[config.mk]
export PLATFORM = sky130hd
export DESIGN_NAME = imem_loadable
export DESIGN_NICKNAME = d
export VERILOG_FILES = /design/src/rtl/imem_loadable.sv
export SDC_FILE = /design/constraint.sdc
export NUM_CORES = 2
export LEC_CHECK = 0
export ABC_AREA = 0
export CORE_ASPECT_RATIO = 1.5
export CORE_MARGIN = 3
export CORE_UTILIZATION = 62
export CTS_CLUSTER_DIAMETER = 40
export DETAILED_ROUTE_END_ITERATION = 12
export HOLD_SLACK_MARGIN = 0.1
export PLACE_DENSITY = 0.79
export SLEW_MARGIN = 20
export SYNTH_ARGS = -nofsm -noshare
export SYNTH_HDL_FRONTEND = slang
export SYNTH_SLANG_ARGS = --single-unit
export TNS_END_PERCENT = 20
[constraint.sdc]
create_clock -name i_clk -period 5.86 [get_ports i_clk]
set_clock_uncertainty 0.2 [all_clocks]
set_input_delay 1.172 -clock i_clk [delete_from_list [all_inputs] [get_ports i_clk]]
set_output_delay 1.172 -clock i_clk [all_outputs]
set_load 0.01 [all_outputs]
[src/rtl/imem_loadable.sv]
// imem_loadable -- run-time loadable instruction memory.
//
// Purpose: a debug/UART loader streams the program image in as bytes. The
// bytes are assembled big-endian into NBITS-wide words and written to
// consecutive word addresses. Once the image is complete, the IF stage reads
// it through a registered fetch port addressed by the byte PC.
// A load ends in either of two ways:
//   - a word equal to HALT_WORD is written;
//   - the memory is full.
//
// Optional feature: define IMEM_DBG_READ_EN to add a debug readback port
// (i_dbg_addr / o_dbg_word). This port reads the memory every cycle.
//
// Ports:
//   i_clk, i_reset     clock; asynchronous active-high reset
//   i_load_start       pulse: begin/restart a load (beats a same-cycle byte)
//   i_byte, i_byte_valid, o_byte_ready   byte stream handshake
//   i_fetch_en, i_pc   fetch strobe and byte address
//   o_instruction      registered fetched word (0 on fault or when not ready)
//   o_fault            registered: last fetch misaligned or out of range
//   o_loaded           image ready for fetch
//   o_halt_seen        last load ended on HALT_WORD
//   o_word_count       words written by the current/last load
//   i_dbg_addr, o_dbg_word  (IMEM_DBG_READ_EN only) 1-cycle readback
module imem_loadable #(
  parameter int               NBITS     = 32,
  parameter int               DEPTH     = 64,
  parameter logic [NBITS-1:0] HALT_WORD = {NBITS{1'b1}},
  localparam int              AW        = $clog2(DEPTH)
) (
  input  logic             i_clk,
  input  logic             i_reset,
  input  logic             i_load_start,
  input  logic [7:0]       i_byte,
  input  logic             i_byte_valid,
  output logic             o_byte_ready,
  input  logic             i_fetch_en,
  input  logic [NBITS-1:0] i_pc,
  output logic [NBITS-1:0] o_instruction,
  output logic             o_fault,
  output logic             o_loaded,
  output logic             o_halt_seen,
`ifdef IMEM_DBG_READ_EN
  input  logic [AW-1:0]    i_dbg_addr,
  output logic [NBITS-1:0] o_dbg_word,
`endif
  output logic [AW:0]      o_word_count
);

  localparam int BPW = NBITS / 8;
  localparam int BCW = (BPW > 1) ? $clog2(BPW) : 1;
  // One past the last valid byte address; one bit wider than i_pc so it
  // cannot wrap.
  localparam logic [NBITS:0] PC_LIM = (NBITS+1)'(DEPTH * 4);

  typedef enum logic [1:0] {ST_IDLE, ST_LOAD, ST_READY} state_t;

  state_t           state_q, state_d;
  logic [AW-1:0]    wr_ptr_q, wr_ptr_d;
  logic [BCW-1:0]   byte_cnt_q, byte_cnt_d;
  logic [AW:0]      word_cnt_q, word_cnt_d;
  logic             halt_q, halt_d;
  logic [NBITS-1:0] instr_q, instr_d;
  logic             fault_q, fault_d;
  logic [NBITS-1:0] asm_q;
  logic [NBITS-1:0] asm_next;
  logic             byte_acc;
  logic             mem_we;
  logic             pc_bad;
  logic [AW-1:0]    fetch_idx;

  logic [NBITS-1:0] mem [DEPTH];

  assign o_byte_ready = (state_q == ST_LOAD) & ~i_load_start;
  assign byte_acc     = o_byte_ready & i_byte_valid;

  // Shift-in makes the first accepted byte end up in the top byte lane.
  assign asm_next  = (asm_q << 8) | NBITS'(i_byte);

  assign pc_bad    = (|i_pc[1:0]) | ({1'b0, i_pc} >= PC_LIM);
  assign fetch_idx = i_pc[AW+1:2];

  always_comb begin
    state_d    = state_q;
    wr_ptr_d   = wr_ptr_q;
    byte_cnt_d = byte_cnt_q;
    word_cnt_d = word_cnt_q;
    halt_d     = halt_q;
    instr_d    = instr_q;
    fault_d    = fault_q;
    mem_we     = 1'b0;

    if (i_load_start) begin
      // Restart from any state; any partially assembled word is abandoned.
      state_d    = ST_LOAD;
      wr_ptr_d   = '0;
      byte_cnt_d = '0;
      word_cnt_d = '0;
      halt_d     = 1'b0;
    end else if (byte_acc) begin
      if (byte_cnt_q == BCW'(BPW - 1)) begin
        mem_we     = 1'b1;
        wr_ptr_d   = wr_ptr_q + AW'(1);
        word_cnt_d = word_cnt_q + (AW+1)'(1);
        byte_cnt_d = '0;
        // HALT is tested first so a HALT in the last slot still reports it.
        if (asm_next == HALT_WORD) begin
          halt_d  = 1'b1;
          state_d = ST_READY;
        end else if (wr_ptr_q == AW'(DEPTH - 1)) begin
          state_d = ST_READY;
        end
      end else begin
        byte_cnt_d = byte_cnt_q + BCW'(1);
      end
    end

    if (state_q == ST_READY) begin
      if (i_fetch_en) begin
        if (pc_bad) begin
          instr_d = '0;
          fault_d = 1'b1;
        end else begin
          instr_d = mem[fetch_idx];
          fault_d = 1'b0;
        end
      end
    end else begin
      instr_d = '0;
      fault_d = 1'b0;
    end
  end

  always_ff @(posedge i_clk or posedge i_reset) begin
    if (i_reset) begin
      state_q    <= ST_IDLE;
      wr_ptr_q   <= '0;
      byte_cnt_q <= '0;
      word_cnt_q <= '0;
      halt_q     <= 1'b0;
      instr_q    <= '0;
      fault_q    <= 1'b0;
    end else begin
      state_q    <= state_d;
      wr_ptr_q   <= wr_ptr_d;
      byte_cnt_q <= byte_cnt_d;
      word_cnt_q <= word_cnt_d;
      halt_q     <= halt_d;
      instr_q    <= instr_d;
      fault_q    <= fault_d;
    end
  end

  // Storage and the assembly shifter are deliberately unreset so that the
  // image survives reset and load restarts.
  always_ff @(posedge i_clk) begin
    if (byte_acc) begin
      asm_q <= asm_next;
    end
    if (mem_we) begin
      mem[wr_ptr_q] <= asm_next;
    end
  end

`ifdef IMEM_DBG_READ_EN
  logic [NBITS-1:0] dbg_q;

  always_ff @(posedge i_clk or posedge i_reset) begin
    if (i_reset) begin
      dbg_q <= '0;
    end else begin
      dbg_q <= mem[i_dbg_addr];
    end
  end

  assign o_dbg_word = dbg_q;
`endif

  assign o_instruction = instr_q;
  assign o_fault       = fault_q;
  assign o_loaded      = (state_q == ST_READY);
  assign o_halt_seen   = halt_q;
  assign o_word_count  = word_cnt_q;

endmodule

**After elaboration in Yosys (flattened, before gate mapping)**

Memories as Yosys holds them, arrays and structs flattened.
Cells that the tools add are included.

- Div/mod/pow operators: 0
- Multiplexer cells: 29
- Shift-type cells: 0
- Eq/ne operators: 6
- $lt $le $gt $ge: 1
- Add/subtract/negate cells: 3
- $mul: 0
- Bitwise operators: 5
- Reduce and logical (&&, ||, !) cells: 8

Operators by type and width:

| kind | count |
|---|---|
| 32-bit two-way mux | 3 |
| 32-bit equality test (second input constant) | 1 |
| 32-bit by 9-bit greater-or-equal comparator with 1-bit output (second input constant) | 1 |
| 32-bit by 8-bit OR with 32-bit output | 1 |
| 7-bit two-way mux | 3 |
| 6-bit two-way mux | 3 |
| 2-bit two-way mux | 8 |
| 1-bit two-way mux | 12 |
| 7-bit by 1-bit adder with 7-bit output (second input constant) | 1 |
| 6-bit by 1-bit adder with 6-bit output (second input constant) | 1 |
| 6-bit equality test (second input constant) | 1 |
| 3-bit AND reduction | 2 |
| 2-bit nonzero test | 3 |
| 2-bit equality test (second input constant) | 2 |
| 3-bit nonzero test | 1 |
| 2-bit by 1-bit adder with 2-bit output (second input constant) | 1 |
| 1-bit AND | 2 |
| 2-bit by 1-bit equality test with 1-bit output (second input constant) | 1 |
| 2-bit inequality test (second input constant) | 1 |
| 2-bit AND reduction | 1 |
| 2-bit OR reduction | 1 |
| 1-bit inverter | 1 |
| 1-bit OR | 1 |

- Memory bits (writable): 2048
- Memory bits (read-only): 0
- Latch bits: 0
- Bits of input ports: 45
- Logic and storage cells: 61
- Output and inout bits: 43
- Register bits: 75
- Memories: 1

Memories:

| memory | words | width | rd ports | clocked after memory_dff | wr ports | line | source |
|---|---|---|---|---|---|---|---|
| mem | 64 | 32 | 1 | 0 | 1 | 72 | `logic [NBITS-1:0] mem [DEPTH];` |

**Longest topological paths before layout**

- Depth after elaboration: 7
- Depth in mapped cells: 10
- Mapped depth without buffers: 6

**Worst setup path after synthesis**

Ideal clock, no wire load.

- Path kind: in2reg
- From: input port i_load_start
- To: memory mem[22][0] (enable)
- Required time: 5.239 ns
- Setup time: 0.421 ns
- Path slack: 0.686 ns
- Data arrival time: 4.553 ns
- Buffers on the path: 1
- Stages on the path: 6
- Cells stage by stage: nor4bb_1 -> clkbuf_1 -> nand2_1 -> nor2_1 -> nand3_1 -> nor2_1

- Longest elaborated chain between the ends: 7

RTL lines:

| what | line | source |
|---|---|---|
| from (decl) | 33 | `input logic i_load_start,` |
| 1-bit inverter | 74 | `assign o_byte_ready = (state_q == ST_LOAD) & ~i_load_start;` |
| 1-bit AND | 74 |  |
| 1-bit AND | 75 | `assign byte_acc = o_byte_ready & i_byte_valid;` |
| net byte_acc | 67 | `logic byte_acc;` |
| 1-bit two-way mux | 100 | `end else if (byte_acc) begin` |
| 1-bit two-way mux | 93 | `if (i_load_start) begin` |
| 1-bit two-way mux | 160 | `if (mem_we) begin` |
| 1-bit two-way mux (not written as such) | 161 | `mem[wr_ptr_q] <= asm_next;` |
| to (decl) | 72 |  |

The timed path passes the listed nets, and every way through them passes these cells.

**Worst setup path after layout**

- From: input port i_load_start
- To: memory mem[24][24] (enable)

- Longest elaborated chain between the ends: 7

RTL lines:

| what | line |
|---|---|
| 1-bit inverter | 74 |
| 1-bit AND | 74 |
| 1-bit AND | 75 |
| 1-bit two-way mux | 100 |
| 1-bit two-way mux (*) | 93 |
| 1-bit two-way mux (*) | 160 |
| 1-bit two-way mux (not written as such) (*) | 161 |

Every way passes the cells marked *; elsewhere a longest branch is shown, timed or not.

==> results.tsv <==
stage	metric	value	unit
outcome	outcome	finished, final reports clean	
detailed_routing	wl_met2	109100	um
yosys	yosysSeqAreaShare	0.7848	
placement	place_ws	0.9430	ns
floorplanning	ios	88	
yosys	synth_fp_nets	3819	
detailed_routing	vias	42300	
cts	clock_path_buffers	3	
cts	cts-root-buf	clkbuf_16	
setup_path	cp_data_arrival_time	4.49	ns
global_routing	grt_max_degree	77	
detailed_routing	drt_drc_violations_left	0	
sta	min_period	4.245	ns
floorplanning	core_area	128900	sq um
cts	ctsHoldBuffers	0	
floorplanning	die_h	448.4	um
yosys	postSynth.asyncResetShare	0.02402	
detailed_routing	drt-met1-wl	69180	um
setup_path	critPathCapture	mem[24][24]	
global_routing	antenna_found_initial	14	
detailed_routing	drt_wl_total	219800	um
yosys	ys_types	56	
global_routing	grt_pass1_vias	43060	
detailed_routing	top_layer_used	met5	
sta	period_share	0.7245	
power	power_density	327.7	nW/um^2
detailed_routing	first_pass_iters	6	
cts	ctsResizeCount	0	
setup_path	crit_type	input port to register	
sta	final-setup-viol-count	0	
setup_path	r2r_cells	7	
yosys	synth_edf_count	2072	
layout	stdcell_count	5888	
setup_path	crit_fanout	32	
yosys	synthFlopType	edfxtp_1	
setup_path	r2r_slack	2.12	ns
yosys	synth_area	80900	sq um
cts	insertion_delay	0.82	ns
placement	placed_cells	5560	
floorplanning	die_w	300.9	um
setup_path	reg2reg_from	state_q[1]	
placement	hpwl	123200	um
yosys	synth_area_per_cell	21.45	sq um
floorplanning	fp-row-count	161	
floorplanning	die_area	134900	sq um
sta	fin_ws	1.615	ns
setup_path	worstSetupStartpointType	input port	
worst_hold_path	hold_class	register to register	
cts	cts_buffers	176	
layout	area_growth	12.44	%
layout	fin_nets	4075	
cts	post_cts_buffers	0	
power	p_leak	29.29	nW
setup_path	timing.critical_path.cells	clkdlybuf4s50_1 -> nor4bb_4 -> nand2_1 -> nor2_1 -> nand2_1 -> buf_4 -> nor2_4 -> buf_4	
sta	hold_violations	0	
sta	max-slew-margin-rel	0.2018	
setup_path	r2r_end	mem[24][24]	
placement	gp_congestion	0.8694	
cts	numClockSinks	2123	
placement	port-buffer-count	87	
setup_path	worstPathRequired	6.10	ns
sta	worst_slew_pin_slew	1.194	ns
global_routing	grt_pass1_wl	312200	um
setup_path	worst_path_largest_cell_delay	0.68	ns
layout	drive_gt1_frac	0.2284	
sta	max_freq	0.2356	GHz
cts	cts_tree	done	
cts	cts.reportedPaths.clkPinSlew	0.07	ns
setup_path	cp-end-kind	register	
detailed_routing	drt_iter0_markers	6479	
detailed_routing	dr_wl_met3	25390	um
sta	finalMaxSlewViolations	0	
cts	ctsHtreeMaxLevel	4	
yosys	ys_warn_count	0	
sta	setup_tns	0	ns
global_routing	track_usage	0.3321	
power	ir_worst_vdd	0.2756	mV
yosys	ys_seq_elements	2123	
detailed_routing	wl_per_cell	37.33	um
detailed_routing	via_per_inst	7.184	
setup_path	crit_slowest_cell	nand2_1	
global_routing	grt_overflow_total	0	
yosys	syn_inst	3771	
detailed_routing	drt.antenna.violating_nets	0	
setup_path	critPathLaunch	i_load_start	
sta	rsz0062_at_grt	no	
run	maxCapViolations	0	
floorplanning	initial_core_util	0.6275	
-- sequential cells by signal (all words and copies together), names as in the netlist --
signal	flops
byte_cnt_q	2
asm_q	24
o_instruction	32
state_q	2
o_halt_seen	1
wr_ptr_q	6
o_word_count	7
o_fault	1
mem	2048
-- synthesized netlist by cell type, types with 34 or more instances --
cell type  count  area (sq um)
edfxtp_1    2072         62220
mux2i_1      316          3163
nand2_1       66         247.7
clkbuf_1      92         345.3
nor2_1       147         551.8
buf_2         85         425.4
mux4_2       386          8693
a21oi_1       34         170.2
a22o_1        62         543.0
o22ai_1      125         782.0
dfrtp_1       51          1276
a22oi_1       62         465.5
-- how the worst min path moves through the flow --
stage / start / to / slack, ns / depth (start not counted)
3_5_place_dp: o_instruction[7] / o_instruction[7] / 0.30 / 1
6_report: o_instruction[7] / o_instruction[7] / 0.31 / 1
3_3_place_gp: o_instruction[24] / o_instruction[24] / 0.31 / 1
2_1_floorplan: byte_cnt_q[0] / byte_cnt_q[0] / 0.32 / 2
4_1_cts: o_instruction[7] / o_instruction[7] / 0.31 / 1
5_1_grt: o_instruction[7] / o_instruction[7] / 0.31 / 1
-- layer usage --
layer	up-vias	GRT usage
met5	-	0
met4	10	0.2064
met3	883	0.07021
met2	3470	0.5419
met1	21590	0.4117
li1	16350	-
-- report_power, final --
part           leakage [nW]  internal [W]  switching (W)
Combinational          7.15      0.000461       0.000806
Sequential             19.3        0.0166     0.00000445
Clock                  2.82       0.00665        0.00533
Total                  29.3        0.0237        0.00614
-- critical path: cells and delay by family --
kind          cells  cell delay (ns)
buf+inv           3             1.40
simple gates      5             1.85
-- layout by cell type, fill, tap and decap left out, types with 28 or more instances in the layout --
| cell | count |
|---|---|
| nand2_1 | 65 |
| nor2_4 | 65 |
| a221oi_1 | 31 |
| o41ai_1 | 28 |
| mux2i_1 | 316 |
| mux4_2 | 386 |
| a22oi_1 | 62 |
| edfxtp_1 | 2072 |
| clkdlybuf4s50_1 | 75 |
| o22ai_1 | 125 |
| clkbuf_16 | 183 |
| nor2_1 | 80 |
| a22o_1 | 62 |
| buf_4 | 187 |
| clkbuf_1 | 30 |
| clkinv_1 | 34 |
| and3_1 | 31 |
| dfrtp_1 | 51 |
| a211oi_1 | 31 |
| a21oi_1 | 34 |
-- cells by family after synthesis --
kind of cell | count (synthesis) | share of synthesized area
xor+xnor | 6 | 0.0006495
simple gates | 321 | 0.01851
buf+inv | 219 | 0.01328
flops | 2123 | 0.7848
compound gates | 396 | 0.03556
fa+ha+maj | 3 | 0.0004640
mux | 703 | 0.1467
-- per-stage QoR --
stage	instance area, sq um	power [W]	hold slack (ns)	utilization
finish	90970	0.02981	0.3127	0.7056
global route	90960	0.03041	0.3140	0.7055
CTS	90940	0.02983	0.3113	0.7054
detailed placement	85120	0.01813	0.2973	0.6602
global placement	85120	0.01810	0.3118	0.6602
floorplan	80900	0.01764	0.3170	-
-- final cells by class --
type / instances / area, sq um
antenna: 5 / 12.51
clock buffer: 213 / 4692
clock inverter: 110 / 1127
fill: 7242 / 37960
inverter: 7 / 26.28
multi-input combinational: 1429 / 16910
sequential: 2123 / 63500
tap: 1711 / 2141
timing repair buffer: 290 / 2564
Power figures use the tool's default switching activity.
